## config.mk

```make
export PLATFORM = sky130hd
export DESIGN_NAME = pipelined_datapath
export DESIGN_NICKNAME = d
export VERILOG_FILES = /design/src/rtl/pipelined_datapath.sv
export SDC_FILE = /design/constraint.sdc
export NUM_CORES = 2
export LEC_CHECK = 0
export ABC_AREA = 1
export CAP_MARGIN = 30
export CELL_PAD_IN_SITES_DETAIL_PLACEMENT = 1
export CELL_PAD_IN_SITES_GLOBAL_PLACEMENT = 1
export CORE_ASPECT_RATIO = 0.5
export CORE_UTILIZATION = 40
export DETAILED_ROUTE_END_ITERATION = 16
export GPL_ROUTABILITY_DRIVEN = 0
export PLACE_DENSITY_LB_ADDON = 0.12
export SYNTH_ARGS = -nofsm -noshare
export SYNTH_HDL_FRONTEND = slang
export SYNTH_SLANG_ARGS = --single-unit
```

## constraint.sdc

```tcl
create_clock -name clk -period 4 [get_ports clk]
set_clock_uncertainty 0.1 [all_clocks]
set_input_delay 0.6 -clock clk [delete_from_list [all_inputs] [get_ports clk]]
set_output_delay 0.6 -clock clk [all_outputs]
set_load 0.01 [all_outputs]
```

## src/rtl/pipelined_datapath.sv

```systemverilog
// Two-stage datapath: operand read/latch (RD) then ALU (EX) with registered write-back.
// Flop-based register file with hardwired r0, EX-to-RD forwarding and output-stall flow control.
module pipelined_datapath #(
    parameter int DATA_WIDTH = 32,
    parameter int NUM_REGS   = 32,
    parameter int PTR_W      = $clog2(NUM_REGS)
) (
    input  logic                  clk,
    input  logic                  rst_n,
    input  logic                  in_valid,
    output logic                  in_ready,
    input  logic [2:0]            op,
    input  logic                  write_en,
    input  logic [PTR_W-1:0]      write_ptr,
    input  logic [PTR_W-1:0]      read_a_ptr,
    input  logic [PTR_W-1:0]      read_b_ptr,
    input  logic                  out_ready,
    output logic                  result_valid,
    output logic [DATA_WIDTH-1:0] result,
    output logic                  zero,
    output logic                  carry
);
    localparam int SH_W = $clog2(DATA_WIDTH);
    localparam logic [DATA_WIDTH:0] ONE = {{DATA_WIDTH{1'b0}}, 1'b1};

    typedef enum logic [2:0] {
        OP_ADD  = 3'd0,
        OP_SUB  = 3'd1,
        OP_AND  = 3'd2,
        OP_OR   = 3'd3,
        OP_XOR  = 3'd4,
        OP_SLL  = 3'd5,
        OP_SRL  = 3'd6,
        OP_PASS = 3'd7
    } op_e;

    logic [DATA_WIDTH-1:0] regs_q [NUM_REGS];
    logic [DATA_WIDTH-1:0] regs_d [NUM_REGS];

    logic                  ex_valid_q, ex_valid_d;
    logic                  ex_we_q, ex_we_d;
    logic [PTR_W-1:0]      ex_wp_q, ex_wp_d;
    op_e                   ex_op_q, ex_op_d;
    logic [DATA_WIDTH-1:0] ex_a_q, ex_a_d;
    logic [DATA_WIDTH-1:0] ex_b_q, ex_b_d;

    logic                  rv_q, rv_d;
    logic [DATA_WIDTH-1:0] result_q, result_d;
    logic                  zero_q, zero_d;
    logic                  carry_q, carry_d;

    logic                  stall;
    logic                  accept;
    logic                  wb_en;
    logic                  ex_fwd_ok;
    logic [DATA_WIDTH:0]   alu_full;
    logic                  alu_carry;
    logic [DATA_WIDTH-1:0] alu_y;
    logic [DATA_WIDTH-1:0] rd_a, rd_b;

    assign stall     = rv_q && !out_ready;
    assign in_ready  = !stall;
    assign accept    = in_valid && in_ready;
    assign wb_en     = ex_valid_q && !stall;
    assign ex_fwd_ok = ex_valid_q && ex_we_q && (ex_wp_q != '0);

    // SUB is a + ~b + 1 so the top bit is directly "not borrow" (a >= b unsigned).
    always_comb begin
        alu_full  = '0;
        alu_carry = 1'b0;
        unique case (ex_op_q)
            OP_ADD: begin
                alu_full  = {1'b0, ex_a_q} + {1'b0, ex_b_q};
                alu_carry = alu_full[DATA_WIDTH];
            end
            OP_SUB: begin
                alu_full  = {1'b0, ex_a_q} + {1'b0, ~ex_b_q} + ONE;
                alu_carry = alu_full[DATA_WIDTH];
            end
            OP_AND:  alu_full = {1'b0, ex_a_q & ex_b_q};
            OP_OR:   alu_full = {1'b0, ex_a_q | ex_b_q};
            OP_XOR:  alu_full = {1'b0, ex_a_q ^ ex_b_q};
            OP_SLL:  alu_full = {1'b0, ex_a_q << ex_b_q[SH_W-1:0]};
            OP_SRL:  alu_full = {1'b0, ex_a_q >> ex_b_q[SH_W-1:0]};
            OP_PASS: alu_full = {1'b0, ex_a_q};
            default: alu_full = '0;
        endcase
    end

    assign alu_y = alu_full[DATA_WIDTH-1:0];

    always_comb begin
        rd_a = (read_a_ptr == '0) ? '0 : regs_q[read_a_ptr];
        rd_b = (read_b_ptr == '0) ? '0 : regs_q[read_b_ptr];
        if (ex_fwd_ok && (ex_wp_q == read_a_ptr)) rd_a = alu_y;
        if (ex_fwd_ok && (ex_wp_q == read_b_ptr)) rd_b = alu_y;
    end

    always_comb begin
        regs_d     = regs_q;
        ex_valid_d = ex_valid_q;
        ex_we_d    = ex_we_q;
        ex_wp_d    = ex_wp_q;
        ex_op_d    = ex_op_q;
        ex_a_d     = ex_a_q;
        ex_b_d     = ex_b_q;
        rv_d       = rv_q;
        result_d   = result_q;
        zero_d     = zero_q;
        carry_d    = carry_q;

        if (!stall) begin
            ex_valid_d = accept;
            if (accept) begin
                ex_we_d = write_en;
                ex_wp_d = write_ptr;
                ex_op_d = op_e'(op);
                ex_a_d  = rd_a;
                ex_b_d  = rd_b;
            end
        end

        if (wb_en) begin
            result_d = alu_y;
            zero_d   = (alu_y == '0);
            carry_d  = alu_carry;
            rv_d     = 1'b1;
            if (ex_we_q && (ex_wp_q != '0)) regs_d[ex_wp_q] = alu_y;
        end else if (out_ready) begin
            rv_d = 1'b0;
        end
    end

    always_ff @(posedge clk) begin
        if (!rst_n) begin
            regs_q     <= '{default: '0};
            ex_valid_q <= 1'b0;
            ex_we_q    <= 1'b0;
            ex_wp_q    <= '0;
            ex_op_q    <= OP_ADD;
            ex_a_q     <= '0;
            ex_b_q     <= '0;
            rv_q       <= 1'b0;
            result_q   <= '0;
            zero_q     <= 1'b0;
            carry_q    <= 1'b0;
        end else begin
            regs_q     <= regs_d;
            ex_valid_q <= ex_valid_d;
            ex_we_q    <= ex_we_d;
            ex_wp_q    <= ex_wp_d;
            ex_op_q    <= ex_op_d;
            ex_a_q     <= ex_a_d;
            ex_b_q     <= ex_b_d;
            rv_q       <= rv_d;
            result_q   <= result_d;
            zero_q     <= zero_d;
            carry_q    <= carry_d;
        end
    end

    assign result_valid = rv_q;
    assign result       = result_q;
    assign zero         = zero_q;
    assign carry        = carry_q;

endmodule

```

==> reports/results.tsv <==
stage	metric	value	unit
logic_synthesis	synthXorXnorAreaFrac	0.00127	
drt	routed_wl	353000	um
logic_synthesis	syn_nets	11088	
logic_synthesis	synth_cell_type_count	48	
timing	worstMarginPinSlew	1050	ps
timing	rsz0062_at_grt	false	
pwr	power.sequential.fraction	0.378	
cts	clock_tree.root_cell	clkbuf_16	
timing	finalMaxSlewViolations	0	
drt	via_count	79096	
pwr	power_frac_clock	0.386	
logic_synthesis	syn_avg_cell_area	6.31	um^2
critical_path	worst_ep_required_time	4530	ps
drt	maxUsedRoutingLayer	met5	
logic_synthesis	ys_ff_latch	1133	
cts	insertion_delay	780	ps
min_path	hp-class	in2reg	
timing	fin_crit_sh	0.946	
cts	clkTransAtPathRegs	70	ps
layout	nets	10719	
global_route	grt_max_degree	119	
global_route	first_global_vias	74835	
die	floorplan.initialDensity	0.404	
drt	drc	0	
cts	clockBufferDepth	3	
die	dieArea	175000	um^2
layout	final_layout_size_suffix_gt1_frac	0.0691	
pwr	peakVddDrop	0.369	mV
critical_path	critical_path.endpoint_type	register	
cts	cts_hold_buf	0	
logic_synthesis	synthSimpleGateAreaFrac	0.226	
pwr	finalPower	0.0304	W
drt	routed_via_density	6.09	
logic_synthesis	synthAdderAreaFrac	0.0181	
global_route	grt_antenna_before_repair	26	
placed_design	portBuffers	58	
logic_synthesis	yosysSeqAreaShare	0.328	
cts	cts_resized	0	
drt	drt-met1-wl	153000	um
layout	final_util	0.450	
logic_synthesis	synthCells	10966	
layout	ff_latch_area	22700	um^2
cts	post_cts_buffers	0	
logic_synthesis	synth_top_family_by_area	compound AO/OA/AOI/OAI gates	
global_route	grt_pass1_wl	512000	um
timing	finalCriticalPeriod	3790	ps
timing	slew_headroom	0.299	
timing	timing_hold_violations_final	0	
cts	h-tree-depth	3	
logic_synthesis	synth_warnings	0	
drt	met3_length	35600	um
placed_design	dp_hpwl	235000	um
pwr	internal_power	0.0195	W
logic_synthesis	synth.area.mux_share	0	
timing	tns	0	ps
critical_path	critPathMaxFanout	19	
drt	drt.antenna.violating_nets	0	
timing	max_clock_freq	0.264	GHz
critical_path	cp_data_arrival_time	4320	ps
die	io_pins	59	
global_route	grt_usage	0.394	
status	run_status	finished, final reports clean	
pwr	power.switching_fraction	0.357	
placed_design	placed_cells_incl_taps	12769	
drt	drt-wirelength-per-cell	27.2	um
critical_path	start_kind	register	
critical_path	crit_type	reg2reg	
layout	stdcell_count	12982	
logic_synthesis	synth_compound_area_frac	0.283	
drt	first_pass_iters	6	
layout	n_fill_cell	22420	
layout	multiInputGateArea	36700	um^2
die	num_rows	107	
drt	drt_iter0_markers	9083	
logic_synthesis	syn_area	69100	um^2
cts	clock-sinks	1133	
cts	cts_tree	built	
timing	setup_violations	0	
cts	cts_buffers	114	
die	die_h	296	um
layout	synthToLayoutAreaGrowth	11.2	%
drt	wl_met2	144000	um
job	drv_cap	0	
pwr	pwr_density_cell	395	nW/um^2
global_route	grt_overflow	0	
die	core	171000	um^2
pwr	p_switching	0.0109	W
die	fp.dieW	590	um
pwr	p_leak	34.2	nW
pwr	p_comb_frac	0.236	
==> through the flow <==
stage | setup slack (ps) | instance area (um^2) | hold slack [ps]
floorplan | 1020 | 69100 | 307
global placement | 299 | 72900 | 314
detailed placement | 364 | 73000 | 324
CTS | 335 | 76900 | 120
global route | 51.1 | 76900 | 168
finish | 215 | 76900 | 154
==> layout make-up <==
class	instances	area share
Antenna cell	4	0.000130
Clock buffer	167	0.0434
Clock inverter	41	0.00732
Inverter	1612	0.0793
Multi-Input combinational cell	7276	0.477
Sequential cell	1133	0.295
Tap cell	2289	0.0372
Timing Repair Buffer	460	0.0606
==> flip-flops by register name, indices dropped and copies added, names as in the netlist <==
signal,flops
zero,1
ex_wp_q,5
ex_we_q,1
ex_a_q,32
result,32
ex_op_q,3
ex_b_q,32
carry,1
result_valid,1
ex_valid_q,1
regs_q,1024
==> cells in the final DEF (no fill, tap or decap), drive strengths merged, types with 97 or more instances in the layout <==
cell and instances:
dfxtp 1133, nand2 1496, inv 1615, nor2 1139, a21oi 998, a211oi 102
ha 97, o211ai 362, o2111ai 203, clkbuf 167, buf 413, nand3 972
o21ai 1641
==> critical path, stage by stage (launching register included) <==
cell     delay (ps)
dfxtp_1         360
nand2_1         120
nor2_1          170
inv_2           260
buf_4           300
o21ai_0         300
nor3_1          340
nand2_1          80
nor2_1          300
nand2_1         160
nor2_4          520
inv_2           320
o21ai_0         230
inv_1            50
==> kinds of logic after synthesis <==
logic type	after synthesis
AOI/OAI and AO/OA	3456
xor gates and xnor gates	10
adders and majority gates	99
buffers and inverters	2557
DFF	1133
and+or+nand+nor	3711
==> path summary, 6_finish.rpt <==
path / cells past startpoint / to / slack [ps] / startpoint
max: 13 / regs_q[271]$_SDFFE_PN0P_ / 210 / ex_op_q[0]$_SDFFE_PN0P_
min: 3 / regs_q[994]$_SDFFE_PN0P_ / 150 / rst_n
max reg2reg: 13 / regs_q[271]$_SDFFE_PN0P_ / 210 / ex_op_q[0]$_SDFFE_PN0P_
min reg2reg: 2 / regs_q[1006]$_SDFFE_PN0P_ / 340 / regs_q[1006]$_SDFFE_PN0P_
==> layer usage <==
layer | up-vias | track usage
li1 | 35637 | -
met1 | 38883 | 0.542
met2 | 3721 | 0.581
met3 | 845 | 0.0800
met4 | 10 | 0.200
met5 | - | 0.00758
==> Yosys cell counts (all sizes together) <==
master	n	area [um^2]
o22ai	38	238
nor2	1139	4350
a31oi	70	438
or2	8	50.1
nor4	3	33.8
nand4	43	269
ha	97	1210
o21ai	1641	8210
o2111ai	203	1780
and2	7	43.8
a41oi	1	16.3
o311ai	1	26.3
o21bai	5	37.5
a21oi	998	5000
a32o	8	80.1
buf	305	1520
o221ai	27	236
xor2	5	43.8
and3	6	37.5
dfxtp	1133	22700
nand3b	4	30.0
nand3	972	4940
nand2	1496	5640
fa	2	40.0
inv	1606	6030
nor3	33	198
clkbuf	640	2410
clkinv	6	22.5
o211ai	362	2720
a211oi	102	771
xnor2	5	43.8
==> power by group through the flow <==
| stage | logic (W) | registers (W) | clock network, W |
|---|---|---|---|
| floorplan | 0.00365 | 0.0117 | 0 |
| global route | 0.00746 | 0.0115 | 0.0123 |
| detailed placement | 0.00687 | 0.0117 | 0 |
| global placement | 0.00682 | 0.0117 | 0 |
| finish | 0.00718 | 0.0115 | 0.0117 |
| CTS | 0.00689 | 0.0115 | 0.0118 |
Power figures use the tool's default switching activity.
